==> src/rtl/hazard_pkg.sv <==
// Shared types and constants for the pipeline hazard controller.
package hazard_pkg;

  localparam int unsigned REG_W          = 5;
  localparam int unsigned DIV_CYCLES_DEF = 32;

  typedef enum logic {
    RUN      = 1'b0,
    DIV_WAIT = 1'b1
  } state_t;

endpackage

==> src/rtl/hazard_stats.sv <==
// Stall and flush event counters; both wrap modulo 2^CNT_W.
module hazard_stats #(
  parameter int unsigned CNT_W = 32
) (
  input  logic             clk,
  input  logic             rst,
  input  logic             pc_en,
  input  logic             ifid_flush,
  output logic [CNT_W-1:0] stall_cnt,
  output logic [CNT_W-1:0] flush_cnt
);

  always_ff @(posedge clk) begin
    if (rst) begin
      stall_cnt <= '0;
      flush_cnt <= '0;
    end else begin
      if (!pc_en)     stall_cnt <= stall_cnt + CNT_W'(1);
      if (ifid_flush) flush_cnt <= flush_cnt + CNT_W'(1);
    end
  end

endmodule

==> src/rtl/hazard_ctrl.sv <==
// Pipeline hazard controller: load-use stall, taken-branch squash, divider occupancy.
// Optional statistics counters are built when HAZ_STATS_EN is defined.
module hazard_ctrl
  import hazard_pkg::*;
#(
  parameter int unsigned DIV_CYCLES = DIV_CYCLES_DEF,
  parameter int unsigned CNT_W      = 32
) (
  input  logic             clk,
  input  logic             rst,
  input  logic [REG_W-1:0] id_rs,
  input  logic [REG_W-1:0] id_rt,
  input  logic             id_uses_rs,
  input  logic             id_uses_rt,
  input  logic             id_is_div,
  input  logic             ex_memread,
  input  logic [REG_W-1:0] ex_rt,
  input  logic             ex_branch_taken,
  output logic             pc_en,
  output logic             ifid_en,
  output logic             ifid_flush,
  output logic             idex_bubble,
  output logic             div_busy
`ifdef HAZ_STATS_EN
  ,
  output logic [CNT_W-1:0] stall_cnt,
  output logic [CNT_W-1:0] flush_cnt
`endif
);

  localparam int unsigned DL_W = (DIV_CYCLES > 2) ? $clog2(DIV_CYCLES) : 1;

  // Elaboration-time parameter sanity checks.
  if (DIV_CYCLES < 2) begin : g_bad_div_cycles
    $error("hazard_ctrl: DIV_CYCLES must be at least 2");
  end
  if (CNT_W == 0) begin : g_bad_cnt_w
    $error("hazard_ctrl: CNT_W must be non-zero");
  end

  state_t          state, state_nxt;
  logic [DL_W-1:0] div_left, div_left_nxt;
  logic            load_use;

  assign load_use = ex_memread && (ex_rt != '0) &&
                    ((id_uses_rs && (id_rs == ex_rt)) ||
                     (id_uses_rt && (id_rt == ex_rt)));

  always_ff @(posedge clk) begin
    if (rst) begin
      state    <= RUN;
      div_left <= '0;
    end else begin
      state    <= state_nxt;
      div_left <= div_left_nxt;
    end
  end

  // Next state and control outputs; in DIV_WAIT the EX instruction is the divide,
  // so branch and load-use inputs do not apply.
  always_comb begin
    state_nxt    = state;
    div_left_nxt = div_left;
    pc_en        = 1'b1;
    ifid_en      = 1'b1;
    ifid_flush   = 1'b0;
    idex_bubble  = 1'b0;
    div_busy     = 1'b0;
    case (state)
      RUN: begin
        if (ex_branch_taken) begin
          ifid_flush  = 1'b1;
          idex_bubble = 1'b1;
        end else if (load_use) begin
          pc_en       = 1'b0;
          ifid_en     = 1'b0;
          idex_bubble = 1'b1;
        end else if (id_is_div) begin
          state_nxt    = DIV_WAIT;
          div_left_nxt = DL_W'(DIV_CYCLES - 1);
        end
      end
      DIV_WAIT: begin
        pc_en        = 1'b0;
        ifid_en      = 1'b0;
        div_busy     = 1'b1;
        div_left_nxt = div_left - DL_W'(1);
        if (div_left == DL_W'(1)) state_nxt = RUN;
      end
      default: ;
    endcase
  end

`ifdef HAZ_STATS_EN
  hazard_stats #(
    .CNT_W(CNT_W)
  ) u_stats (
    .clk       (clk),
    .rst       (rst),
    .pc_en     (pc_en),
    .ifid_flush(ifid_flush),
    .stall_cnt (stall_cnt),
    .flush_cnt (flush_cnt)
  );
`endif

endmodule

==> config.mk <==
export PLATFORM = sky130hd
export DESIGN_NAME = hazard_ctrl
export DESIGN_NICKNAME = d
export VERILOG_FILES = /design/src/rtl/hazard_pkg.sv /design/src/rtl/hazard_stats.sv /design/src/rtl/hazard_ctrl.sv
export SDC_FILE = /design/constraint.sdc
export NUM_CORES = 1
export LEC_CHECK = 0
export BUFFER_PORTS_ARGS = -buffer_cell sky130_fd_sc_hd__buf_4
export CAP_MARGIN = 20
export CORE_MARGIN = 8
export CORE_UTILIZATION = 35
export CTS_BUF_LIST = sky130_fd_sc_hd__clkbuf_8
export CTS_CLUSTER_SIZE = 8
export DETAILED_ROUTE_END_ITERATION = 6
export MAX_ROUTING_LAYER = met4
export PLACE_DENSITY = 0.69
export SYNTH_ARGS = -nofsm -noshare
export SYNTH_HDL_FRONTEND = slang
export SYNTH_SLANG_ARGS = --single-unit
export TNS_END_PERCENT = 5
==> constraint.sdc <==
create_clock -name clk -period 2.3 [get_ports clk]
set_input_delay 0.345 -clock clk [delete_from_list [all_inputs] [get_ports clk]]
set_output_delay 0.345 -clock clk [all_outputs]
set_load 0.01 [all_outputs]
## Yosys cells after proc, flatten, opt, wreduce, memory -nomap -nowiden

Cells that the tools add are included.

- Add/sub/neg operators: 1
- Eq/ne operators: 6
- Multiplexer cells: 18
- Bitwise operators: 1
- Reductions and logical operators: 7

Operator list:

| kind | number |
|---|---|
| 5-bit two-way mux | 3 |
| 1-bit two-way mux | 12 |
| 5-bit == test | 2 |
| 5-bit one-hot mux with 2 select lines | 1 |
| 2-bit inequality test, second input constant | 3 |
| 5-bit by 1-bit == test with 1-bit output, second input constant | 1 |
| 5-bit nonzero test | 1 |
| 5-bit by 1-bit subtractor with 5-bit output, second input constant | 1 |
| 1-bit logical AND | 4 |
| 1-bit one-hot mux with 2 select lines | 2 |
| 3-bit AND reduction | 1 |
| 1-bit logical OR | 1 |
| 1-bit NOT | 1 |

- Register bits after elaboration: 6
- Input bits: 22
- Output and inout port bits: 5
- Logic and storage cells: 35

## Depth between registers and ports, before layout

- Depth in word-level cells: 7
- Depth in mapped cells: 6
- Depth with buffers taken out: 6

## Least setup slack after synthesis

Ideal clock, no wire load.

- Path type: input to output
- Start: input ex_rt[0]
- End: output pc_en
- Arrival: 1.611 ns
- Slack: 0.344 ns
- Stages: 4
- Buffers on the path: 1
- Path through: or3_2 o31a_2 a31oi_1 buf_4

- Cells in the longest elaborated chain, start to end: 7
- Elaborated cells on any way between the ends: 11
- Classes of those cells: 2 x eq/ne; 3 x mux; 6 x reduce/logical

RTL lines:

| element | line | RTL |
|---|---|---|
| from (decl) | hazard_ctrl.sv:17 | `input logic [REG_W-1:0] ex_rt,` |
| 5-bit == test, on equally long branches | hazard_ctrl.sv:46, hazard_ctrl.sv:47 |  |
| 1-bit logical AND, on equally long branches | hazard_ctrl.sv:46, hazard_ctrl.sv:47 |  |
| 1-bit logical OR | hazard_ctrl.sv:46 | `((id_uses_rs && (id_rs == ex_rt)) \|\|` |
| 1-bit logical AND * | hazard_ctrl.sv:45 | `assign load_use = ex_memread && (ex_rt != '0) &&` |
| 1-bit two-way mux * (2 in a row) | -- |  |
| 1-bit one-hot mux with 2 select lines * | -- |  |
| to (decl) | hazard_ctrl.sv:19 | `output logic pc_en,` |

Mark *: on every way between the ends. The rest lies on a longest branch, timed or not.

## Worst setup path in the final report

- Start: input ex_rt[0]
- End: output pc_en

- Cells in the longest elaborated chain, start to end: 7
- Elaborated cells on any way between the ends: 11
- Classes of those cells: 2 x eq/ne; 3 x mux; 6 x reduce/logical

RTL lines:

| element | line | RTL |
|---|---|---|
| 5-bit == test, on equally long branches | hazard_ctrl.sv:46, hazard_ctrl.sv:47 |  |
| 1-bit logical AND, on equally long branches | hazard_ctrl.sv:46, hazard_ctrl.sv:47 |  |
| 1-bit logical OR | hazard_ctrl.sv:46 |  |
| 1-bit logical AND * | hazard_ctrl.sv:45 |  |
| 1-bit two-way mux * | hazard_ctrl.sv:74 | `end else if (load_use) begin` |
| 1-bit two-way mux * | hazard_ctrl.sv:71 | `if (ex_branch_taken) begin` |
| 1-bit one-hot mux with 2 select lines * | hazard_ctrl.sv:69 | `case (state)` |

Marks and branches as above.

==> results.json <==
{
  "outcome": "finished clean",
  "grt-ovfl-total": 0,
  "p_leak_nw": 0.3216,
  "avgSynthCellArea_sq_um": 7.950,
  "fmax_mhz": 496.8,
  "dr.pass1.iters": 4,
  "setup_tns_ps": 0,
  "postCtsSetupBuffers": 0,
  "critPathArrivalTime_ps": 1670,
  "clkTransAtPathRegs_ps": 40,
  "ys_types": 26,
  "wl_per_cell_um": 14.42,
  "floorplan.die.height_um": 54.43,
  "setup_slack_ps": 287.1,
  "grt_max_degree": 9,
  "slew_violations": 0,
  "crit_type": "input pin to primary output",
  "ant_nets": 0,
  "grt_pass1_vias": 636,
  "switchingPower_uw": 137.1,
  "antenna_found_initial": 0,
  "required_ps": 1960,
  "clockPowerShare_pct": 36.2,
  "cts_tree": "done",
  "root_buffer": "clkbuf_8",
  "cp-end-kind": "primary output",
  "sw_frac_of_total_pct": 30.46,
  "synth_area_sq_um": 516.7,
  "cts_buffer_depth": 2,
  "die_w_um": 54.43,
  "syn-num-nets": 89,
  "die-area_sq_um": 2962,
  "crit_fanout": 3,
  "clkSinkCount": 6,
  "intPower_uw": 312.9,
  "seqPwrFrac_pct": 31.3,
  "cp-startpoint": "ex_rt[0]",
  "hold_viol": 0,
  "power_density_nw_per_um2": 587.7,
  "antenna_cells": 0,
  "io_buffers": 26,
  "boundaryPins": 27,
  "fillers": 153,
  "holdBufCountCts": 0,
  "timing.rr.start": "div_left[0]",
  "min_path_type": "input pin to flop",
  "drc": 0,
  "synth_top_area_cell": "dfxtp_1",
  "core_sq_um": 1436,
  "min_from": "rst",
  "hpwl_um": 1343,
  "cap_viol_max_count": 0,
  "worstMarginPinSlew_ps": 432.8,
  "syn_inst": 65,
  "synth_top_area_share_pct": 23.24,
  "cts_resized": 0,
  "slew_headroom_pct": 71.15,
  "synthTopCellsByArea": "dfxtp_1 (23%), xnor2_1 (17%), a31oi_1 (4.8%), ha_1 (4.8%), o21ai_0 (4.8%)",
  "grt_usage_pct": 12.16,
  "finClkSkew_ps": 2.118,
  "initialDrtViolationCount": 19,
  "grt_pass1_wl_um": 2594,
  "drive_gt1_share_pct": 35.48,
  "place_ws_ps": 291.2,
  "h-tree-depth": 1,
  "gp_congestion": 0.8403,
  "num_rows": 14,
  "timing.final.crit_share_pct": 87.52,
  "nets": 119,
  "numCtsBuffers": 3,
  "synthToLayoutAreaGrowth_pct": 48.18,
  "vias": 609,
  "clock_latency_ps": 230,
  "viasPerCell": 5.587,
  "pwr-share-comb_pct": 32.5,
  "min_period_ps": 2013,
  "synth_seq_cells": 6,
  "start_util_pct": 35.98,
  "setup_viol": 0,
  "drt-total-wl_um": 1572,
  "seq_area_frac_synth_pct": 23.24,
  "ir_drop_v": 0.0001992,
  "rsz0062_at_grt": "no",
  "cp-start-kind": "input pin",
  "ys_warn_count": 0
}
[power by group through the flow]
stage / registers, mW / clock network (mW) / logic (mW)
3_3_place_gp: 0.141 / 0 / 0.144
5_1_grt: 0.145 / 0.169 / 0.161
3_5_place_dp: 0.142 / 0 / 0.147
2_1_floorplan: 0.137 / 0 / 0.0851
6_report: 0.141 / 0.163 / 0.146
4_1_cts: 0.140 / 0.168 / 0.148
[path summary, 6_finish.rpt]
| kind | end | slack (ps) | cells after the start |
|---|---|---|---|
| worst max-delay path | pc_en | 290 | 5 |
| worst min-delay path | div_left[3] | 440 | 4 |
| worst max register to register | div_left[4] | 870 | 6 |
| worst min register to register | div_left[1] | 520 | 2 |
[cells in the final DEF (no fill, tap or decap), types with 2 or more instances in the layout]
| cell | n |
|---|---|
| nand2_1 | 5 |
| xnor2_1 | 10 |
| dfxtp_1 | 6 |
| buf_4 | 26 |
| nand4_1 | 2 |
| ha_1 | 2 |
| a21oi_1 | 3 |
| o21ai_0 | 5 |
| or4_1 | 2 |
| inv_1 | 5 |
| clkbuf_8 | 3 |
| a31oi_1 | 4 |
| nor2_1 | 4 |
| o41a_1 | 2 |
| nand3_1 | 2 |
[per-layer routing]
| layer | up-vias | share of wire, % | global-route usage, % |
|---|---|---|---|
| li1 | 302 | - | - |
| met1 | 273 | 44 | 12.48 |
| met2 | 29 | 46 | 19.66 |
| met3 | 5 | 6.7 | 3.261 |
| met4 | 0 | 2.7 | 8.607 |
| met5 | - | 0 | - |
[sequential cells by signal, indices dropped and copies added, names as in the netlist]
name,count
state,1
div_left,5
[cells by family after synthesis]
family | after synthesis | synth area share (%)
xor gates and xnor gates | 11 | 18.64
and+or+nand+nor | 20 | 20.82
AOI/OAI and AO/OA | 20 | 27.36
buffers and inverters | 6 | 5.086
adders and majority gates | 2 | 4.842
DFF | 6 | 23.25
[final cells by class]
class	instances	area (sq um)	area share (%)
multi-input cells	53	370.4	48.37
inverters	5	18.77	2.451
clock buffers	3	41.29	5.392
flip-flops and latches	6	120.1	15.69
repair buffers	26	195.2	25.49
well taps	16	20.02	2.614
[critical path, cell delays in order]
cell and delay [ps]:
buf_4 120, or3_2 490, o31a_2 320, a31oi_1 230, buf_4 160
[stage by stage]
stage	instance area, sq um	instances	util [%]	power, mW	hold WS [ps]
floorplan	516.7	65	-	0.2226	477.2
global placement	724.4	106	50.44	0.2849	506.7
detailed placement	724.4	106	50.44	0.2891	518.9
CTS	765.7	109	53.31	0.4556	439.3
global route	765.7	109	53.31	0.4754	467.9
finish	765.7	109	53.31	0.4500	443.9
[synth_stat cells]
master	instances
a21oi_1	3
a31o_2	1
a31oi_1	4
buf_4	1
dfxtp_1	6
ha_1	2
inv_1	5
nand2_1	5
nand3_1	2
nand4_1	2
nor2_1	4
nor2b_1	1
nor3_1	1
o21ai_0	5
o221a_2	1
o221ai_1	1
o22ai_1	1
o311ai_0	1
o31a_2	1
o41a_1	2
or2b_1	1
or3_2	1
or4_1	2
or4b_1	1
xnor2_1	10
xor2_1	1
(Power assumes the default switching activity.)
